File: config.mk
export PLATFORM = sky130hd
export DESIGN_NAME = esm_retire_buffer
export DESIGN_NICKNAME = d
export VERILOG_FILES = /design/src/rtl/esm_retire_buffer.sv
export SDC_FILE = /design/constraint.sdc
export NUM_CORES = 1
export LEC_CHECK = 0
export ABC_AREA = 1
export CAP_MARGIN = 20
export CORE_MARGIN = 2
export CORE_UTILIZATION = 29
export CTS_CLUSTER_DIAMETER = 30
export DETAILED_ROUTE_END_ITERATION = 12
export GPL_TIMING_DRIVEN = 0
export PLACE_DENSITY_LB_ADDON = 0.08
export SLEW_MARGIN = 40
export SYNTH_ARGS = -nofsm -noshare
export SYNTH_HDL_FRONTEND = slang
export SYNTH_SLANG_ARGS = --single-unit
File: constraint.sdc
create_clock -name clk -period 3.4 [get_ports clk]
set_input_delay 1.02 -clock clk [delete_from_list [all_inputs] [get_ports clk]]
set_output_delay 1.02 -clock clk [all_outputs]
set_load 0.03 [all_outputs]
File: src/rtl/esm_retire_buffer.sv
// Program-order retirement buffer: accepts out-of-order issues tagged with their
// dispatch sequence number and releases them strictly in tag order, one per cycle.
module esm_retire_buffer #(
  parameter int Instruction_word_size = 32,
  parameter int bs                    = 16,
  parameter int TAG_W                 = $clog2(bs)
) (
  input  logic                             clk,
  input  logic                             rst,
  input  logic                             flush,
  input  logic                             issue_valid,
  input  logic [Instruction_word_size-1:0] issue_instr,
  input  logic [TAG_W-1:0]                 issue_tag,
  input  logic                             issue_regwrite,
  output logic [Instruction_word_size-1:0] Instr_out,
  output logic                             retire_valid,
  output logic [TAG_W-1:0]                 retire_tag,
  output logic                             retire_regwrite,
  output logic [TAG_W:0]                   pending,
  output logic                             err_collision
);

  localparam int W = Instruction_word_size;

  logic [bs-1:0]    valid_q, valid_d;
  logic [W-1:0]     instr_q [bs];
  logic [bs-1:0]    rw_q;
  logic [TAG_W-1:0] head_q, head_d;
  logic [TAG_W:0]   pending_q, pending_d;
  logic             err_q, err_d;
  logic [W-1:0]     out_instr_q, out_instr_d;
  logic             out_valid_q, out_valid_d;
  logic [TAG_W-1:0] out_tag_q, out_tag_d;
  logic             out_rw_q, out_rw_d;

  logic retire;
  logic slot_hit;
  logic accept;
  logic write_en;

  // A retiring head slot still counts as occupied, so an issue to it collides.
  assign retire   = valid_q[head_q];
  assign slot_hit = valid_q[issue_tag];
  assign accept   = issue_valid && !slot_hit;
  assign write_en = !flush && accept;

  always_comb begin
    valid_d     = valid_q;
    head_d      = head_q;
    pending_d   = pending_q;
    err_d       = err_q;
    out_instr_d = '0;
    out_valid_d = 1'b0;
    out_tag_d   = '0;
    out_rw_d    = 1'b0;

    if (flush) begin
      valid_d   = '0;
      head_d    = '0;
      pending_d = '0;
      err_d     = 1'b0;
    end else begin
      if (accept) begin
        valid_d[issue_tag] = 1'b1;
      end
      if (issue_valid && slot_hit) begin
        err_d = 1'b1;
      end
      if (retire) begin
        valid_d[head_q] = 1'b0;
        head_d          = head_q + TAG_W'(1);
        out_instr_d     = instr_q[head_q];
        out_valid_d     = 1'b1;
        out_tag_d       = head_q;
        out_rw_d        = rw_q[head_q];
      end
      if (accept && !retire) begin
        pending_d = pending_q + (TAG_W+1)'(1);
      end else if (!accept && retire) begin
        pending_d = pending_q - (TAG_W+1)'(1);
      end
    end
  end

  always_ff @(posedge clk or negedge rst) begin
    if (!rst) begin
      valid_q     <= '0;
      head_q      <= '0;
      pending_q   <= '0;
      err_q       <= 1'b0;
      out_instr_q <= '0;
      out_valid_q <= 1'b0;
      out_tag_q   <= '0;
      out_rw_q    <= 1'b0;
    end else begin
      valid_q     <= valid_d;
      head_q      <= head_d;
      pending_q   <= pending_d;
      err_q       <= err_d;
      out_instr_q <= out_instr_d;
      out_valid_q <= out_valid_d;
      out_tag_q   <= out_tag_d;
      out_rw_q    <= out_rw_d;
    end
  end

  // Payload storage needs no reset; the valid bits gate every read.
  always_ff @(posedge clk) begin
    if (write_en) begin
      instr_q[issue_tag] <= issue_instr;
      rw_q[issue_tag]    <= issue_regwrite;
    end
  end

  assign Instr_out       = out_instr_q;
  assign retire_valid    = out_valid_q;
  assign retire_tag      = out_tag_q;
  assign retire_regwrite = out_rw_q;
  assign pending         = pending_q;
  assign err_collision   = err_q;

endmodule

# After elaboration in Yosys (flattened, before gate mapping)
# Memories as Yosys holds them, arrays and structs flattened.
# Index checks and enable logic that the tools add are counted.
# totals
out_inout_bits	44
register_bits	80
latchBits	0
rom_bits	0
ram_bits	512
wordCells	66
memories	1
# classes
reduce_logical	14
n_bitwise	3
n_lt_le_gt_ge	4
div	0
n_eq_ne	0
mul	0
n_shift	0
n_mux	32
n_addsub	3
# memory_table
memory	words	word_bits	read_ports	rd_ports_with_merged_regs	wr	line	source
instr_q	16	32	1	0	1	26	logic [W-1:0] instr_q [bs];
# op_table
operator	n
16-bit 2-to-1 mux	4
32-bit 2-to-1 mux	2
16-bit bitwise AND	1
16-bit bitwise mux	1
4-bit 2-to-1 mux	4
16-bit inverter	1
16-bit bitwise OR	1
5-bit 2-to-1 mux	3
1-bit 2-to-1 mux	13
1-bit binary-select mux with 4-bit select	3
4-bit by 5-bit < comparator with 1-bit output, second input constant	2
1-bit demux with 4-bit select	2
4-bit by 1-bit greater-or-equal comparator with 1-bit output, second input constant	2
1-bit logical AND	7
5-bit by 1-bit adder with 5-bit output, second input constant	1
5-bit by 1-bit subtractor with 5-bit output, second input constant	1
4-bit by 1-bit adder with 4-bit output, second input constant	1
1-bit zero test	4
2-bit nonzero test	2
3-bit nonzero test	1

# Depth between registers and ports, before layout
# Gate-level depths: netlist (run 1).
# depth
depth_word	10
mapped_depth	18
mapped_depth_nobuf	18

# Least setup slack after synthesis (run 1)
# Ideal clock, no wire load.
# synth_timing
path_kind	input to register
startpoint	in issue_tag[1]
endpoint	mem instr_q[0][0] in the netlist's numbering (enable)
slack_ns	-0.394
cell_stages	11
arrival_ns	3.371
required_time_ns	2.977
cell_sequence	buf_2 > inv_1 > nand2_1 > nand2_1 > nand2_1 > nand2_1 > nor2_2 > nand2_2 > nor2_2 > nand2_1 > nor2_1
# synth_via
elab_chain_len	7
# synth_lines
item	line	source
from (decl)	13	input logic [TAG_W-1:0] issue_tag,
1-bit binary-select mux with 4-bit select	43	assign slot_hit = valid_q[issue_tag];
1-bit 2-to-1 mux (not written as such)	43	
1-bit zero test	44	assign accept = issue_valid && !slot_hit;
1-bit logical AND	44	
1-bit logical AND	45	assign write_en = !flush && accept;
1-bit 2-to-1 mux	109	if (write_en) begin
1-bit 2-to-1 mux (not written as such)	110	instr_q[issue_tag] <= issue_instr;
to (decl)	26	
# Several ways; a longest one is shown, not always the timed one. The select of a mux whose other input is x is not followed.

# Worst setup path after layout (run 1)
# layout_timing
startpoint	in issue_tag[0]
endpoint	mem instr_q[6][18] in the netlist's numbering (enable)
# The elaborated chain is that of the path after synthesis.

==> results of run 1 <==
-- critical path: stages --
cell and delay [ns]:
clkdlybuf4s50_1 0.61, buf_4 0.22, o21ai_0 0.10, nand2_1 0.06
nand2_1 0.05, nand2_1 0.06, nand2_1 0.06, nor2_2 0.18
nand2_2 0.21, nor2_2 0.26, nand2_1 0.15, nor2_4 0.19
buf_8 0.21, buf_8 0.21
-- placed cells by master, fill, tap and decap left out, types with 22 or more instances in the layout --
| cell | count |
|---|---|
| buf_16 | 28 |
| edfxtp_1 | 528 |
| clkdlybuf4s50_1 | 81 |
| inv_1 | 34 |
| clkbuf_16 | 147 |
| bufinv_16 | 22 |
| nand2_1 | 252 |
| buf_2 | 29 |
| clkbuf_1 | 90 |
| a41oi_1 | 23 |
| clkinv_2 | 25 |
| nor2_1 | 282 |
| dfrtp_1 | 64 |
| o21ai_0 | 282 |
| o22ai_1 | 132 |
-- area by class of cell --
| class | instances | share of cell area (%) |
|---|---|---|
| inverter | 38 | 0.452 |
| tap | 1050 | 4.16 |
| timing repair buffer | 141 | 6.19 |
| buffer | 117 | 1.68 |
| multi-input combinational | 1058 | 16.5 |
| clock inverter | 85 | 3.42 |
| sequential | 592 | 55.3 |
| clock buffer | 180 | 12.3 |
-- how the worst max path moves through the flow --
stage	start	endpoint	slack, ns	cells after the start
final	issue_tag[0]	instr_q[6][18]	0.17	14
after global routing	issue_tag[0]	instr_q[6][18]	0.0006	15
after CTS	issue_tag[0]	instr_q[10][19]	0.08	14
after detailed placement	issue_tag[0]	instr_q[6][21]	-0.87	14
after global placement	issue_tag[0]	instr_q[6][21]	-3.52	12
after floorplan	issue_tag[1]	instr_q[4][0]	-0.39	11
-- through the flow --
| stage | total power [mW] | cells |
|---|---|---|
| 6_report | 27.4 | 3261 |
| 5_1_grt | 28.5 | 3261 |
| 4_1_cts | 27.6 | 3250 |
| 3_5_place_dp | 13.7 | 2977 |
| 3_3_place_gp | 13.6 | 2937 |
| 2_1_floorplan | 11.2 | 1805 |
-- power by group through the flow --
stage | logic, mW | registers [mW] | clock network [mW]
floorplan | 2.67 | 8.55 | 0
global placement | 5.29 | 8.34 | 0
detailed placement | 5.34 | 8.34 | 0
CTS | 5.36 | 8.22 | 14.1
global route | 5.76 | 8.23 | 14.5
finish | 5.31 | 8.22 | 13.9
-- registers in the layout, indices dropped and copies added, names as in the netlist, 4 cells and up --
name and count:
Instr_out 32, head_q 4, instr_q 512, pending 5, retire_tag 4, rw_q 16
valid_q 16
-- cell families after synthesis --
logic type / synth area share, %
flip-flops: 75.3
AND/OR/NAND/NOR: 9.58
AO/OA/AOI/OAI: 11.7
buffers and inverters: 2.82
adder cells (fa/ha/maj): 0.518
XOR/XNOR: 0.113
-- per-layer routing --
layer / wire length [um] / vias up / GRT usage (%)
li1: - / 7228 / -
met1: 36700 / 8034 / 27.1
met2: 37200 / 550 / 30.6
met3: 4600 / 117 / 4.45
met4: 2050 / 0 / 6.94
met5: 0 / - / 0
-- repair_timing --
action	4_1_cts	5_1_grt
endpoints found under the setup margin	101	66
resized for setup	0	2
gates cloned	0	0
setup buffers	8	11
pin swaps	8	4
==> impl_table.tex, run 1 <==
\begin{tabular}{lr}
\hline
Metric & Value \\
\hline
\multicolumn{2}{l}{\textbf{Outcome}} \\
\quad Status & finished clean \\
\multicolumn{2}{l}{\textbf{Setup path}} \\
\quad Data arrival time of the critical path & 3.62 ns \\
\quad Register-to-register path setup slack & between 0.2 and 0.3 ns \\
\quad Sort of element at the start of the critical path & input port \\
\quad Critical R2R Launch & head\_q[1] \\
\quad Terminus of the critical flop-to-flop path & Instr\_out[14] \\
\quad Worst reg-to-reg path cell count & 8 \\
\quad Crit-path max FO & 12 \\
\quad Required time at the worst-slack endpoint & 3.79 ns \\
\quad Crit Path Category & in2reg \\
\quad Endpoint class of the critical path & register \\
\multicolumn{2}{l}{\textbf{Global route}} \\
\quad Global-route wire length before repair & 115000 um \\
\quad Initial antenna violation count & 0 \\
\quad GRT Util Overall & about a fifth \\
\quad Via count of the first global-routing pass & 16065 \\
\quad Pin count of the biggest net entering global routing & 47 \\
\quad Overflow left after global routing & 0 \\
\multicolumn{2}{l}{\textbf{Power and ir drop}} \\
\quad NetSw & 8.14 mW \\
\quad Power share of the clock group & 50.6\% \\
\quad Max IR drop VDD & 0.000544 V \\
\quad Gate power share & approximately 19\% \\
\quad Power per unit of standard cell area & roughly 870 nW/um\^{}2 \\
\quad Leakage component of the power & roughly 11 nW \\
\quad Design internal power & between 15 and 20 mW \\
\quad Proportion of total power due to net switching & just under 30\% \\
\quad Sequential share of power & around 30\% \\
\multicolumn{2}{l}{\textbf{Layout}} \\
\quad Ratio of cells with drive above 1 in the final layout & 16.9\% \\
\quad Final core utilization & 39.9\% \\
\quad Number of fill cells & 7465 \\
\quad Sequential cell area & about 17000 um\^{}2 \\
\quad Synth-to-layout area growth & 36.1\% \\
\quad Diodes inserted & 0 \\
\quad Final non-filler cell area & 31600 um\^{}2 \\
\quad Total number of nets in the final design & 2141 \\
\quad Footprint of the multi-input gates & about 5200 um\^{}2 \\
\multicolumn{2}{l}{\textbf{Logic synthesis}} \\
\quad Post-synthesis cell type count & 27 \\
\quad Most used flip-flop cell after synthesis & edfxtp\_1 \\
\quad Seq/Total Area, Yosys & 75.3\% \\
\quad \#FFs+latches synth & 592 \\
\quad Number of cells produced by synthesis & 1805 \\
\quad Cell types with the highest counts after synthesis & edfxtp\_1, nor2\_1, o21ai\_0, nand2\_1, o22ai\_1 \\
\quad Synth async-reset ratio & between 10\% and 20\% \\
\quad Yosys warnings & 0 \\
\quad Fraction of post-synthesis cell area in the top cell type by area & roughly two thirds \\
\quad Most area-consuming cells after synthesis & edfxtp\_1, dfrtp\_1, o21ai\_0 \\
\quad Most repeated cell in the gate-level netlist after synthesis & edfxtp\_1 \\
\quad Syn Nets & 1855 \\
\quad Post-synth EDFFs & 528 \\
\quad Largest area contributor in the synthesized netlist & edfxtp\_1 \\
\quad Average cell area after synthesis & 12.8 um\^{}2 \\
\quad Synthesized cell area & 23200 um\^{}2 \\
\multicolumn{2}{l}{\textbf{STA}} \\
\quad Post-route setup slack & $\sim$0.17 ns \\
\quad Max Fclk & 309 MHz \\
\quad Final worst hold slack & around 0.19 ns \\
\quad Setup repair after global routing missed its margin & no \\
\quad Final worst path period need & between 3 and 4 ns \\
\quad Fin crit share & 95.1\% \\
\quad Count of endpoints failing setup in the final report & 0 \\
\quad Worst setup skew after layout & just under 0.03 ns \\
\quad Count of final max-slew check failures & 0 \\
\quad Worst relative slew slack & 42.1\% \\
\quad Fin. Hold Viols & 0 \\
\quad Aggregate negative setup slack & 0 ns \\
\quad Transition time at the pin with the least slew margin & 0.868 ns \\
\multicolumn{2}{l}{\textbf{Routing}} \\
\quad Detailed-route via count & 15929 \\
\quad Antenna Nets Post-Route & 0 \\
\quad Remaining routing DRC violations & 0 \\
\quad Routed wire length & between 80000 and 90000 um \\
\quad Per-cell via count in the routed design & 4.88 \\
\quad Drt initial violations & around 1400 \\
\quad Number of iterations in the first detailed-routing pass & 5 \\
\quad Routed wire per std cell & 24.7 um \\
\multicolumn{2}{l}{\textbf{Placement}} \\
\quad Gp weighted congestion & 0.812 \\
\quad HPWL reported at the end of detailed placement & roughly 54000 um \\
\quad Pre-CTS worst setup slack & -0.865 ns \\
\quad I/O Buffers & 82 \\
\quad Placed cell areas & between 20000 and 30000 um\^{}2 \\
\multicolumn{2}{l}{\textbf{CTS}} \\
\quad CTS clock-pin slew for the worst setup and hold paths & 0.04 ns \\
\quad Clk sink count & between 500 and 600 \\
\quad Master cell of the clock root buffer & clkbuf\_16 \\
\quad Clock network latency to the later pin of the worst-skew pair & 0.71 ns \\
\quad Clock Path Buffers & 3 \\
\quad TritonCTS clock tree & built \\
\quad Number of buffers added by the clock tree synthesis step & 143 \\
\quad H-tree depth & 4 \\
\quad Number of buffers inserted by hold repair at cts & 0 \\
\multicolumn{2}{l}{\textbf{Die}} \\
\quad Core box area & 79100 um\^{}2 \\
\quad DIE AREA & 82300 um\^{}2 \\
\quad Number of placement rows & just over 100 \\
\quad Initial core utilization & 29.3\% \\
\quad Die Ht & approximately 290 um \\
\quad Boundary pin count & 85 \\
\quad Die span in x & roughly 290 um \\
\multicolumn{2}{l}{\textbf{Min path}} \\
\quad Worst min-delay path category & in2async \\
\multicolumn{2}{l}{\textbf{Run}} \\
\quad Max-capacitance violation count & 0 \\
\hline
\end{tabular}
(Power assumes the default switching activity.)
==> run 2: changes to the inputs <==
--- a/config.mk
+++ b/config.mk
@@ -12,6 +12,7 @@
 export CTS_CLUSTER_DIAMETER = 30
 export DETAILED_ROUTE_END_ITERATION = 12
 export GPL_TIMING_DRIVEN = 0
+export HOLD_SLACK_MARGIN = 0.05
 export PLACE_DENSITY_LB_ADDON = 0.08
 export SLEW_MARGIN = 40
 export SYNTH_ARGS = -nofsm -noshare
==> results of run 2 <==
Final layout, timing and power as in run 1 (identical DEF).
